### config.mk
export PLATFORM = sky130hd
export DESIGN_NAME = m68k_bus_target
export DESIGN_NICKNAME = d
export VERILOG_FILES = /design/src/rtl/m68k_bus_target_pkg.sv /design/src/rtl/m68k_bus_target.sv
export SDC_FILE = /design/constraint.sdc
export NUM_CORES = 1
export LEC_CHECK = 0
export BUFFER_PORTS_ARGS = -buffer_cell sky130_fd_sc_hd__buf_4
export CORE_UTILIZATION = 35
export CTS_CLUSTER_SIZE = 24
export DETAILED_ROUTE_END_ITERATION = 8
export PLACE_DENSITY = 0.6
export SYNTH_ARGS = -nofsm -noshare
export SYNTH_HDL_FRONTEND = slang
export SYNTH_SLANG_ARGS = --single-unit
### constraint.sdc
create_clock -name M68K_CLK -period 2.5 [get_ports M68K_CLK]
set_clock_uncertainty 0.1 [all_clocks]
set_input_delay 0.5 -clock M68K_CLK [delete_from_list [all_inputs] [get_ports M68K_CLK]]
set_output_delay 0.5 -clock M68K_CLK [all_outputs]
set_load 0.03 [all_outputs]
### src/rtl/m68k_bus_target_pkg.sv
// Shared definitions for the 68000 bus responder: controller states,
// function-code and RW encodings, and the data-strobe to byte-enable mapping.
package m68k_bus_target_pkg;

  typedef enum logic [2:0] {
    IDLE,
    WR_DS,
    REQ,
    WAIT,
    ACK,
    ERR
  } state_t;

  localparam logic [2:0] FC_IACK  = 3'b111;
  localparam logic       RW_READ  = 1'b1;
  localparam logic       RW_WRITE = 1'b0;

  // Active-low data strobes map to {upper, lower} byte enables.
  function automatic logic [1:0] strobe_be(input logic uds_n, input logic lds_n);
    return {~uds_n, ~lds_n};
  endfunction

endpackage

### src/rtl/m68k_bus_target.sv
// 68000 bus responder. Decodes initiator cycles that fall inside the
// BASE/MASK address window and forwards them to a local word store over a
// level req / pulse ack port, then answers the bus with DTACK_n (after
// WAIT_STATES extra clocks) or BERR_n when the store does not answer within
// TIMEOUT clocks.
//
// Ports:
//   M68K_CLK, M68K_RESET_n   clock, synchronous active-low reset
//   M68K_A/FC/AS_n/UDS_n/LDS_n/RW/D_IN   initiator bus inputs (registered once)
//   M68K_D_OUT, M68K_D_OE    read data and its output enable (tristate lives above)
//   M68K_DTACK_n, M68K_BERR_n  cycle termination
//   mem_req/we/addr/be/wdata  request to local store, held until mem_ack
//   mem_ack, mem_rdata        one-cycle completion with read data
//   busy                      high whenever the controller is not IDLE
module m68k_bus_target
  import m68k_bus_target_pkg::*;
#(
  parameter logic [22:0] BASE        = 23'h7C0000,
  parameter logic [22:0] MASK        = 23'h7F0000,
  parameter int unsigned ADDR_W      = 16,
  parameter int unsigned WAIT_STATES = 0,
  parameter int unsigned TIMEOUT     = 64
) (
  input  logic              M68K_CLK,
  input  logic              M68K_RESET_n,
  input  logic [22:0]       M68K_A,
  input  logic [2:0]        M68K_FC,
  input  logic              M68K_AS_n,
  input  logic              M68K_UDS_n,
  input  logic              M68K_LDS_n,
  input  logic              M68K_RW,
  input  logic [15:0]       M68K_D_IN,
  output logic [15:0]       M68K_D_OUT,
  output logic              M68K_D_OE,
  output logic              M68K_DTACK_n,
  output logic              M68K_BERR_n,
  output logic              mem_req,
  output logic              mem_we,
  output logic [ADDR_W-1:0] mem_addr,
  output logic [1:0]        mem_be,
  output logic [15:0]       mem_wdata,
  input  logic              mem_ack,
  input  logic [15:0]       mem_rdata,
  output logic              busy
);

  localparam logic [3:0] WS      = 4'(WAIT_STATES);
  localparam logic [7:0] TO_LAST = 8'(TIMEOUT - 1);

  logic [22:0] a_q;
  logic [2:0]  fc_q;
  logic        as_q, uds_q, lds_q, rw_q;
  logic [15:0] d_q;

  state_t      state;
  logic [3:0]  wcnt;
  logic [7:0]  to_cnt;
  logic        armed;
  logic        hit;
  logic        timed_out;

  // Single synchronising stage on every bus input; all decisions use these.
  always_ff @(posedge M68K_CLK) begin
    a_q   <= M68K_A;
    fc_q  <= M68K_FC;
    as_q  <= M68K_AS_n;
    uds_q <= M68K_UDS_n;
    lds_q <= M68K_LDS_n;
    rw_q  <= M68K_RW;
    d_q   <= M68K_D_IN;
  end

  assign hit       = (a_q & MASK) == BASE;
  assign timed_out = to_cnt >= TO_LAST;
  assign busy      = (state != IDLE);

  always_ff @(posedge M68K_CLK) begin
    if (!M68K_RESET_n) begin
      state        <= IDLE;
      M68K_DTACK_n <= 1'b1;
      M68K_BERR_n  <= 1'b1;
      M68K_D_OE    <= 1'b0;
      M68K_D_OUT   <= '0;
      mem_req      <= 1'b0;
      mem_we       <= 1'b0;
      mem_be       <= '0;
      mem_addr     <= '0;
      mem_wdata    <= '0;
      wcnt         <= '0;
      to_cnt       <= '0;
      armed        <= 1'b0;
    end else begin
      // A cycle is only accepted after AS has been seen negated, so a cycle
      // already in progress at reset release (or just served) is not re-taken.
      if (as_q) armed <= 1'b1;
      if (state == WR_DS || state == REQ || state == WAIT) to_cnt <= to_cnt + 8'd1;

      case (state)
        IDLE: begin
          if (!as_q && armed && hit && fc_q != FC_IACK) begin
            armed    <= 1'b0;
            to_cnt   <= '0;
            mem_addr <= a_q[ADDR_W-1:0];
            mem_we   <= (rw_q == RW_WRITE);
            if (rw_q == RW_READ) begin
              mem_be  <= strobe_be(uds_q, lds_q);
              mem_req <= 1'b1;
              state   <= REQ;
            end else begin
              state <= WR_DS;
            end
          end
        end

        WR_DS: begin
          if (as_q) begin
            state <= IDLE;
          end else if (!uds_q || !lds_q) begin
            mem_be    <= strobe_be(uds_q, lds_q);
            mem_wdata <= d_q;
            mem_req   <= 1'b1;
            state     <= REQ;
          end else if (timed_out) begin
            M68K_BERR_n <= 1'b0;
            state       <= ERR;
          end
        end

        REQ: begin
          // Abort has priority over a coincident ack; ack beats timeout.
          if (as_q) begin
            mem_req <= 1'b0;
            state   <= IDLE;
          end else if (mem_ack) begin
            mem_req    <= 1'b0;
            M68K_D_OUT <= mem_rdata;
            if (WS == 4'd0) begin
              M68K_DTACK_n <= 1'b0;
              M68K_D_OE    <= ~mem_we;
              state        <= ACK;
            end else begin
              wcnt  <= WS;
              state <= WAIT;
            end
          end else if (timed_out) begin
            mem_req     <= 1'b0;
            M68K_BERR_n <= 1'b0;
            state       <= ERR;
          end
        end

        WAIT: begin
          if (as_q) begin
            state <= IDLE;
          end else if (wcnt == 4'd1) begin
            M68K_DTACK_n <= 1'b0;
            M68K_D_OE    <= ~mem_we;
            state        <= ACK;
          end else if (timed_out) begin
            M68K_BERR_n <= 1'b0;
            state       <= ERR;
          end else begin
            wcnt <= wcnt - 4'd1;
          end
        end

        ACK: begin
          if (as_q) begin
            M68K_DTACK_n <= 1'b1;
            M68K_D_OE    <= 1'b0;
            state        <= IDLE;
          end
        end

        ERR: begin
          if (as_q) begin
            M68K_BERR_n <= 1'b1;
            state       <= IDLE;
          end
        end

        default: state <= IDLE;
      endcase
    end
  end

endmodule

=== Yosys cells after proc, flatten, opt, wreduce, memory -nomap -nowiden ===
Cells that the tools add are included.

* Output and inout port bits: 56
* Memories: 0
* Input port bits: 65
* RAM bits: 0
* Memory bits (read-only): 0
* Latch bits: 0
* Flip-flop bits (word level): 117
* Logic and storage cells: 128

* Bitwise logic cells: 7
* $mul: 0
* $add $sub $neg: 2
* Magnitude comparators: 1
* Reduce and logical (&&, ||, !) cells: 25
* Shift operators: 0
* Equal/unequal tests: 23
* Multiplexer cells: 50
* Divide/modulo/power cells: 0

{| class="wikitable"
|+ Operators with widths
! operator !! number
|-
| 1-bit 2-to-1 mux || 27
|-
| 3-bit 2-to-1 mux || 9
|-
| 8-bit 2-to-1 mux || 3
|-
| 2-bit != test (second input constant) || 11
|-
| 3-bit one-hot mux with 5 select lines || 1
|-
| 6-bit AND reduction || 2
|-
| 2-bit 2-to-1 mux || 5
|-
| 1-bit one-hot mux with 3 select lines || 3
|-
| 3-bit nonzero test || 3
|-
| 8-bit by 1-bit adder with 8-bit output (second input constant) || 1
|-
| 8-bit by 6-bit greater-or-equal comparator with 1-bit output (second input constant) || 1
|-
| 8-bit AND reduction || 1
|-
| 7-bit equality test (second input constant) || 1
|-
| 1-bit NOT || 7
|-
| 3-bit by 2-bit equality test with 1-bit output (second input constant) || 2
|-
| 3-bit equality test (second input constant) || 2
|-
| 2-bit by 1-bit != test with 1-bit output (second input constant) || 3
|-
| 3-bit AND reduction || 2
|-
| 5-bit AND reduction || 1
|-
| 4-bit by 1-bit equality test with 1-bit output (second input constant) || 1
|-
| 4-bit != test (second input constant) || 1
|-
| 1-bit one-hot mux with 4 select lines || 1
|-
| 2-bit one-hot mux with 2 select lines || 1
|-
| 2-bit AND reduction || 2
|-
| 11 further kinds || 17
|}

=== Longest topological paths before layout ===
Gate-level depths: netlist (run 1).

* Depth after elaboration: 6
* Mapped depth: 7
* Mapped depth without buffers: 6

=== Worst setup path after synthesis (run 1) ===
OpenSTA, ideal clock, no wires.

* Kind: register -> register
* From: register armed
* To: register mem_be[0]
* Library setup time: 0.072 ns
* Stages on the path, launching flop included: 5
* Buffers on the path: 0
* Arrival time: 1.712 ns
* Path slack: 0.616 ns
* Required time: 2.328 ns
* Period minus slack after synthesis: 1.884 ns
* Path through: dfxtp_1 > or3b_4 > or4_4 > a211oi_2 > mux2i_1

* Cells in the longest elaborated chain, start to end: 5

{| class="wikitable"
|+ Ends and longest elaborated chain
! item !! line !! text
|-
| start, declared || m68k_bus_target.sv:58 || <nowiki>logic armed;</nowiki>
|-
| start signal, assigned || m68k_bus_target.sv:91 || <nowiki>armed <= 1'b0;</nowiki>
|-
| start signal, assigned || m68k_bus_target.sv:95 || <nowiki>if (as_q) armed <= 1'b1;</nowiki>
|-
| start signal, assigned || m68k_bus_target.sv:101 || <nowiki>armed <= 1'b0;</nowiki>
|-
| 1-bit logical AND (3 in series) || m68k_bus_target.sv:100 || <nowiki>if (!as_q && armed && hit && fc_q != FC_IACK) begin</nowiki>
|-
| 2-bit != test (no source line) || n/a ||
|-
| 5-bit AND reduction (no source line) || n/a ||
|-
| end signal, assigned || m68k_bus_target.sv:106 || <nowiki>mem_be <= strobe_be(uds_q, lds_q);</nowiki>
|-
| end signal, assigned || m68k_bus_target.sv:119 || <nowiki>mem_be <= strobe_be(uds_q, lds_q);</nowiki>
|-
| end, declared || m68k_bus_target.sv:40 || <nowiki>output logic [1:0] mem_be,</nowiki>
|}

Every way passes these cells.
A chain may end at the register's enable or synchronous reset.

=== Final worst setup path (run 1) ===
* From: register state[0]
* To: output busy

* Cells in the longest elaborated chain, start to end: 1

{| class="wikitable"
|+ Ends and longest elaborated chain
! item !! line !! text
|-
| start, declared || m68k_bus_target.sv:55 || <nowiki>state_t state;</nowiki>
|-
| start signal, assigned || m68k_bus_target.sv:79 || <nowiki>state <= IDLE;</nowiki>
|-
| start signal, assigned || m68k_bus_target.sv:108 || <nowiki>state <= REQ;</nowiki>
|-
| start signal, assigned || m68k_bus_target.sv:110 || <nowiki>state <= WR_DS;</nowiki>
|-
| 3-bit nonzero test || m68k_bus_target.sv:75 || <nowiki>assign busy = (state != IDLE);</nowiki>
|-
| end, declared || m68k_bus_target.sv:44 || <nowiki>output logic busy</nowiki>
|}

Every way passes these cells.

==> out/results.ini, run 1 <==
[status]
outcome=finished, final reports clean

[clocking]
htree_levels=4
clock_latency_ns=0.40
ctsResizeCount=0
cts-buffers-inserted=17
cts_tree=built
cts.reportedPaths.clkPinSlew_ns=0.06
cts.path.max_buffers=2
cts-root-buf=clkbuf_16
postCtsHoldBufs=0
cts_sinks=117
postCtsSetupBuffers=0

[power]
power.net_switching_uw=972
power.internal_uw=3300
p_per_area_nw_per_um2=767
power.leakage_uw=0.00226
p_sw_share_pct=22.8
clockPowerShare_pct=52.0
finalPower_uw=4270
power_frac_seq_pct=45.0
ir_drop_mv=0.521
pwr-share-comb_pct=3.0

[final_layout]
fin_util_pct=50.7
drive_gt1_share_pct=31.0
final_nets=613
n_fill_cell=1023
design_area_um2=5570
layout.cells.non_filler=698
diodes=0
syn_to_final_growth_pct=39.7

[worst_setup_path]
critical_path_class=flop to output pin
crit_chain=or3_1 -> buf_4
end_kind=output pin
critPathRequiredTime_ns=1.90
arrival_ns=1.64
start_kind=flop
critPathMaxStageDelay_ns=0.57
cp_max_fo=16
slowest_stage=or3_1

[sta]
fin_setup_tns_ns=0
rsz0062_at_grt=false
relSlewSlack_pct=56.0
setup_violations=0
hold_viol_final=0
finalMaxSlewViolations=0
period_needed_ns=2.24
tightest_slew_ns=0.661
period_share_pct=89.4
fmax_ghz=0.447

[synthesis]
syn-instance-count=423
synth_area_leader_cell=dfxtp_1
yosys.cell_count.top_type=dfxtp_1
ys_seq_elements=117
synthTopCellsByCount=dfxtp_1 (117), nand2_1 (78), a21oi_1 (60)
synth_edf_count=0
synth_ff_type=dfxtp_1
syn_nets=491
synth.area.top_cells=dfxtp_1 (59%), a21oi_1 (7.5%), nand2_1 (7.3%), o21ai_0 (2.9%), nand3_1 (2.5%)
synthArstFlopShare_pct=0
netlist_area_um2=3990
yosysSeqAreaShare_pct=58.7
netlist.area_leader.share_pct=58.7
yosysWarnings=0
synth_cell_types=56
syn_area_per_cell_um2=9.43

[run]
maxCapViolCount=0

[die]
die_h_um=109
row_count=38
coreArea_um2=11000
dieWidth_um=109
initial_core_util_pct=36.3
die_area_um2=11800
io_pins=121

[placement]
place.gp.congestion=0.799
dp_hpwl_um=6530
postPlaceCellArea_um2=5020
port_buffers=120
placedCellCount=666

[route]
drt-vias-per-instance=4.87
wl_per_cell_um=13.5
drt_iter0_drc=151
vias=3397
dr.pass1.iters=4
drt-total-wl_um=9400
route.detailed.drc=0
ant_nets=0

[hold_path]
min_path_type=input pin to flop

[global_routing]
grt_pass1_vias=3247
grt.overflow.total=0
antenna_found_initial=0
grt_pass1_wl_um=14900
grt_max_degree=33
grtUsageTotal_pct=16.2

==> cell families (layout without fill, tap and decap cells) <==
kind of cell | Yosys count | after routing | synth area share (%)
compound gates | 107 | 107 | 15.8
mux | 4 | 4 | 1.04
buf+inv | 34 | 169 | 3.55
flops | 117 | 117 | 58.7
xor+xnor | 7 | 7 | 1.54
fa+ha+maj | 3 | 3 | 0.941
simple gates | 151 | 151 | 18.5
==> final cells by class <==
class	count	area, µm²	area share [%]
tap	140	175	3.14
multi-input combinational	272	1500	27.0
timing repair buffer	128	961	17.2
inverter	9	33.8	0.606
clock buffer	18	439	7.88
sequential	117	2340	42.0
clock inverter	14	116	2.09
==> power by group through the flow <==
stage          Sequential [µW]  Clock, µW  Combinational, µW
2_1_floorplan             1960          0               40.2
3_3_place_gp              1960          0                129
3_5_place_dp              1960          0                130
4_1_cts                   1920       2270                130
5_1_grt                   1930       2360                142
6_report                  1920       2220                130
==> critical path, delay by kind of cell (launching register included) <==
kind	cells	cell delay [ns]
buf+inv	1	0.23
flops	1	0.45
simple gates	1	0.57
==> final timing paths <==
kind                            startpoint  depth (start not counted)             to  slack (ns)
worst max-delay path              state[0]                          2           busy        0.26
worst max register to register       armed                          4      mem_be[0]        0.36
worst min register to register     d_q[12]                          2  mem_wdata[12]        0.33
worst min-delay path             M68K_A[0]                          1         a_q[0]         0.1
==> layer usage <==
metal | GRT usage, % | vias to the layer above | routed length [µm]
met3 | 5.92 | 18 | 535
met4 | 5.89 | 0 | 176
met5 | 0 | - | 0
li1 | - | 1704 | -
met2 | 24.8 | 77 | 4420
met1 | 20.8 | 1598 | 4260
==> flip-flops by register name, indices dropped and copies added (netlist names) <==
| register | cells |
|---|---|
| mem_be | 2 |
| to_cnt | 8 |
| as_q | 1 |
| fc_q | 3 |
| mem_wdata | 16 |
| lds_q | 1 |
| M68K_D_OUT | 16 |
| mem_addr | 16 |
| rw_q | 1 |
| M68K_DTACK_n | 1 |
| uds_q | 1 |
| wcnt | 4 |
| armed | 1 |
| d_q | 16 |
| mem_we | 1 |
| state | 3 |
| a_q | 23 |
| M68K_BERR_n | 1 |
| M68K_D_OE | 1 |
| mem_req | 1 |
==> metrics by stage <==
| step | hold slack, ns | worst slack [ns] |
|---|---|---|
| detailed placement | 0.326 | 0.379 |
| CTS | 0.0854 | 0.257 |
| finish | 0.0957 | 0.264 |
| global route | 0.0787 | 0.139 |
| global placement | 0.320 | 0.430 |
| floorplan | 0.317 | 0.616 |
==> cells in the final DEF, fill, tap and decap left out, drive strengths merged, types with 5 or more instances in the layout <==
cell type	Yosys	final
or3	5	5
and3	5	5
xnor2	5	5
buf	5	128
o21ai	25	25
inv	9	16
dfxtp	117	117
nand2	78	78
a21oi	60	60
nand3	20	20
nor2	16	16
clkbuf	20	18
No activity file was read; power rests on OpenSTA's default activity.
==> run 2, diff against run 1 <==
--- a/config.mk
+++ b/config.mk
@@ -5,6 +5,7 @@
 export SDC_FILE = /design/constraint.sdc
 export NUM_CORES = 1
 export LEC_CHECK = 0
+export ABC_AREA = 1
 export BUFFER_PORTS_ARGS = -buffer_cell sky130_fd_sc_hd__buf_4
 export CORE_UTILIZATION = 35
 export CTS_CLUSTER_SIZE = 24
==> run 2 against run 1 <==
  * Fmax rose by 9.6%
  * Power rose by 3.3%
  * Non-clock buffer count fell by 4
  * Largest cell class unchanged
  * Highest routed layer unchanged
==> out/results.ini, run 2 <==
[sta]
setup_violations=0
period_needed_ns=2.04
worst_slack_ns=0.459
fmax_ghz=0.490
hold_viol_final=0
relSlewSlack_pct=71.4
fin_setup_tns_ns=0
rsz0062_at_grt=false
finalMaxSlewViolations=0
tightest_slew_ns=0.429
period_share_pct=81.6

[synthesis]
synth_edf_count=0
synth_ff_type=dfxtp_1
netlist_area_um2=3970
syn-instance-count=466
synthArstFlopShare_pct=0
synth.area.top_cells=dfxtp_1 (59%), nand2_1 (9.6%), nor2_1 (6.2%), a21oi_1 (5.8%), nand3_1 (4.2%)
synthTopCellsByCount=dfxtp_1 (117), nand2_1 (101), nor2_1 (66)
ys_seq_elements=117
yosys.cell_count.top_type=dfxtp_1
yosysWarnings=0
yosysSeqAreaShare_pct=59.1
netlist.area_leader.share_pct=59.1
syn_nets=534
synth_cell_types=26
syn_area_per_cell_um2=8.51
synth_area_leader_cell=dfxtp_1

[clocking]
ctsResizeCount=0
cts-root-buf=clkbuf_16
postCtsSetupBuffers=0
cts.reportedPaths.clkPinSlew_ns=0.06
cts-buffers-inserted=17
cts_sinks=117
htree_levels=4
cts_tree=built
cts.path.max_buffers=2
clock_latency_ns=0.40
postCtsHoldBufs=0

[worst_setup_path]
crit_chain=inv_2 -> nand2_2 -> nor2_2 -> inv_1 -> buf_4
crit_start=state[0]
slowest_stage=dfxtp_1
end_kind=output pin
critical_path_class=flop to output pin
cp_max_fo=7
critPathRequiredTime_ns=1.90
arrival_ns=1.44
crit_buf_inv=3
start_kind=flop
critPathMaxStageDelay_ns=0.40
crit_family=flip-flops
r2r-start=state[2]

[final_layout]
design_area_um2=5570
largest_reg_flops=23
final_cell_mix=buf_4 (123), dfxtp_1 (117), nand2_1 (101)
diodes=0
largest-register=a_q
final_common_cell=buf_4
n_fill_cell=1041
syn_to_final_growth_pct=40.4
final_nets=660
drive_gt1_share_pct=28.8

[die]
die_h_um=108
coreArea_um2=10900
initial_core_util_pct=36.3
die_area_um2=11800
io_pins=121
dieWidth_um=108
row_count=38

[route]
vias=3362
drt-vias-per-instance=4.51
wl_per_cell_um=11.7
dr.pass1.iters=4
drt_iter0_drc=179
ant_nets=0
route.detailed.drc=0
drt-total-wl_um=8690

[global_routing]
antenna_found_initial=0
grt.overflow.total=0
grt_pass1_vias=3166
grt_max_degree=29
grt_pass1_wl_um=14000
grtUsageTotal_pct=15.5

[placement]
port_buffers=120
dp_hpwl_um=6320
place.gp.congestion=0.812
postPlaceCellArea_um2=4970
place_ws_ns=0.740

[hold_path]
min_path_type=input pin to flop
hp-start=M68K_D_IN[6]

[power]
p_per_area_nw_per_um2=793
power.leakage_uw=0.00247
ir_drop_mv=0.360

[run]
maxCapViolCount=0

[status]
outcome=finished, final reports clean

-- run 2: cell count changes after synthesis, moves of 12 or more --
| cell | previous run | this run |
|---|---|---|
| nand2_1 | 78 | 101 |
| a21oi_1 | 60 | 46 |
| inv_1 | 8 | 26 |
| nand3_1 | 20 | 33 |
| nor2_1 | 16 | 66 |
| clkbuf_1 | 20 | 8 |
-- run 2: area by class of cell --
| type | instances | area [µm²] | share of cell area [%] |
|---|---|---|---|
| Clock inverter | 13 | 148 | 2.65 |
| Clock buffer | 19 | 443 | 7.96 |
| Timing Repair Buffer | 124 | 943 | 17.0 |
| Multi-Input combinational cell | 300 | 1390 | 25.0 |
| Tap cell | 140 | 175 | 3.15 |
| Inverter | 32 | 120 | 2.16 |
| Sequential cell | 117 | 2340 | 42.1 |
-- run 2: worst reg2reg max path, cell delays in order (launching register included) --
cell     delay, ns
dfxtp_1       0.40
inv_2         0.15
nand2_2       0.09
nor2_4        0.15
nand3_2       0.27
inv_2         0.33
nor2_1        0.08
nor2_1        0.11
-- run 2: cell families (layout without fill, tap and decap cells) --
group / after synthesis / count (layout) / share of synthesized area, %
AND/OR/NAND/NOR: 221 / 221 / 24.0
flip-flops: 117 / 117 / 59.1
AO/OA/AOI/OAI: 71 / 71 / 9.09
buffers and inverters: 49 / 188 / 5.77
XOR/XNOR: 5 / 5 / 1.10
adder cells (fa/ha/maj): 3 / 3 / 0.947
-- run 2: final timing paths --
check / cells after the start / slack [ns] / end
max: 5 / 0.46 / busy
min: 1 / 0.09 / d_q[6]
max reg2reg: 7 / 0.75 / M68K_D_OUT[0]
min reg2reg: 2 / 0.34 / mem_addr[3]
-- run 2: through the flow --
stage          hold WS [ns]  total power (µW)  util, %  std cells
4_1_cts              0.0817              4470     50.9        745
5_1_grt              0.0790              4580     50.9        745
3_5_place_dp          0.333              2090     45.5        713
2_1_floorplan         0.324              2000        -        466
6_report             0.0930              4410     50.9        745
3_3_place_gp          0.335              2090     45.5        713
-- run 2: per-layer routing --
layer	routed length (µm)	global-route usage, %
met1	3770	17.6
met2	4220	25.5
met3	607	5.30
met4	93	8.20
met5	0	0
-- run 2: report_power, final --
part	internal, µW	switching (µW)
combinational	77.1	53.8
sequential	1910	13.3
clock	1510	856
total	3490	923
==> run 3, diff against run 2 <==
--- a/config.mk
+++ b/config.mk
@@ -10,7 +10,7 @@
 export CORE_UTILIZATION = 35
 export CTS_CLUSTER_SIZE = 24
 export DETAILED_ROUTE_END_ITERATION = 8
-export PLACE_DENSITY = 0.6
+export PLACE_DENSITY = 0.62
 export SYNTH_ARGS = -nofsm -noshare
 export SYNTH_HDL_FRONTEND = slang
 export SYNTH_SLANG_ARGS = --single-unit
==> constraint.sdc (replaced) <==
create_clock -name M68K_CLK -period 1.7 [get_ports M68K_CLK]
set_clock_uncertainty 0.1 [all_clocks]
set_input_delay 0.34 -clock M68K_CLK [delete_from_list [all_inputs] [get_ports M68K_CLK]]
set_output_delay 0.34 -clock M68K_CLK [all_outputs]
set_load 0.03 [all_outputs]
==> run 3 against run 2 <==
  * Via count up 7.6%
  * Non-clock buffer count increased by 57
  * First-iteration DRC count shrank 3.9%
  * Power increased by 55%
  * Sequential power increased by 47%
  * Register-to-register slack got worse by 0.62 ns
  * Combinational power is 130% higher
  * Final area is 11% higher
  * Largest power group unchanged
==> out/results.ini, run 3 (synthesis gave the netlist of run 2 again) <==
[power]
clockPowerShare_pct=54.4
power.leakage_uw=0.00272
p_per_area_nw_per_um2=1110
power.net_switching_uw=1270
ir_drop_mv=0.708
power_frac_seq_pct=41.2
power.internal_uw=5590
p_sw_share_pct=18.5
pwr-share-comb_pct=4.4

[hold_path]
hold_path_depth=3
min_path_type=input pin to flop
hp-start=mem_rdata[2]
min_to=M68K_D_OUT[2]

[placement]
port_buffers=120
postPlaceCellArea_um2=5060
place_ws_ns=-0.0259
place.gp.congestion=0.876
dp_hpwl_um=6460

[final_layout]
syn_to_final_growth_pct=56.4
fin_util_pct=56.7
drive_gt1_share_pct=28.1
final_cell_mix=buf_4 (132), dfxtp_1 (115), nand2_1 (100)
largest_reg_flops=23
largest-register=a_q
design_area_um2=6200
diodes=0
final_common_cell=buf_4
final_nets=717

[route]
dr.pass1.iters=5
wl_per_cell_um=12.2
vias=3617
ant_nets=0
drt-vias-per-instance=4.52
drt-total-wl_um=9780
drt_iter0_drc=172
route.detailed.drc=0

[worst_setup_path]
critical_path_class=flop to output pin
r2r-start=state[2]
end_kind=output pin
ff2ff_setup_slack_ns=0.13
critPathRequiredTime_ns=1.26
reg2reg_depth=8
start_kind=flop
rr_endpoint=wcnt[2]
arrival_ns=1.21
cp_max_fo=4

[die]
coreArea_um2=10900
row_count=38
die_h_um=108
die_area_um2=11800
initial_core_util_pct=36.3
dieWidth_um=108
io_pins=121

[sta]
worst_slack_ns=0.0514
period_share_pct=97.0
relSlewSlack_pct=61.6
finalMaxSlewViolations=0
tightest_slew_ns=0.576
timing.hold.ws_ns=0.0987
fmax_ghz=0.607
setup_violations=0
hold_viol_final=0
period_needed_ns=1.65

[global_routing]
antenna_found_initial=0
grt_pass1_vias=3447
grt_pass1_wl_um=15700
grtUsageTotal_pct=17.5
grt.overflow.total=0
grt_max_degree=28

[clocking]
cts-buffers-inserted=17
cts.reportedPaths.clkPinSlew_ns=0.05
cts-root-buf=clkbuf_16
htree_levels=4
cts_sinks=117
cts_tree=built
clock_latency_ns=0.40
cts.path.max_buffers=2

[run]
maxCapViolCount=0

[status]
outcome=finished, final reports clean

run 3: cell types whose count changed in the layout (fill, tap and decap cells not counted), moves of 3 or more:
cell	before	now
clkbuf_1	1	5
inv_6	4	0
dlygate4sd3_1	0	46
clkinv_4	4	0
bufinv_16	2	5
buf_4	123	132
run 3: worst max path at each step:
stage                          end       from  slack, ns  cells after the start
global route                  busy   state[1]      -0.01                      5
global placement    M68K_D_OUT[15]   state[2]      0.005                      7
CTS                           busy   state[0]       0.02                      5
finish                        busy   state[0]       0.05                      5
detailed placement  M68K_D_OUT[14]   state[2]      -0.03                      7
floorplan                  wcnt[2]  to_cnt[0]       0.25                      9
run 3: power groups by stage:
stage | sequential (µW) | combinational (µW) | clock [µW]
2_1_floorplan | 2880 | 61.9 | 0
6_report | 2830 | 302 | 3730
3_3_place_gp | 2880 | 213 | 0
3_5_place_dp | 2880 | 215 | 0
5_1_grt | 2830 | 326 | 3960
4_1_cts | 2820 | 301 | 3830
run 3: metrics by stage:
step | TNS, ns | power, µW | std cells
2_1_floorplan | 0 | 2940 | 466
3_3_place_gp | 0 | 3090 | 721
3_5_place_dp | -0.112 | 3100 | 721
4_1_cts | 0 | 6950 | 800
5_1_grt | -0.0128 | 7110 | 801
6_report | 0 | 6860 | 801
run 3: worst max-delay path, stage by stage (launching register included):
cell,delay (ns)
dfxtp_1,0.32
inv_2,0.10
nand2_4,0.07
nor2_4,0.09
inv_1,0.06
buf_4,0.16
run 3: layout make-up:
type                    count  area [µm²]
fillers                   950        4730
flip-flops and latches    117        2340
repair buffers            181        1510
multi-input cells         300        1430
clock buffers              22         444
clock inverters             9         178
well taps                 140         175
inverters                  32         123
run 3: layer usage:
metal  routed length [µm]  share of wire (%)  track usage [%]  vias to the layer above
met5                    0                  0                0                        -
met3                  647                6.6             6.21                        8
li1                     -                  -                -                     1865
met2                 4890                 50             28.6                      119
met1                 4140                 42             20.0                     1625
met4                   94               0.96             8.98                        0
run 3: timing repair:
item                                    CTS  global route
hold buffers                             46             0
gates cloned                              0             0
gates resized for setup                   5             5
pin swaps                                 1             2
endpoints found under the setup margin   17             4
setup buffers                             2             1
endpoints found under the hold margin    46             0
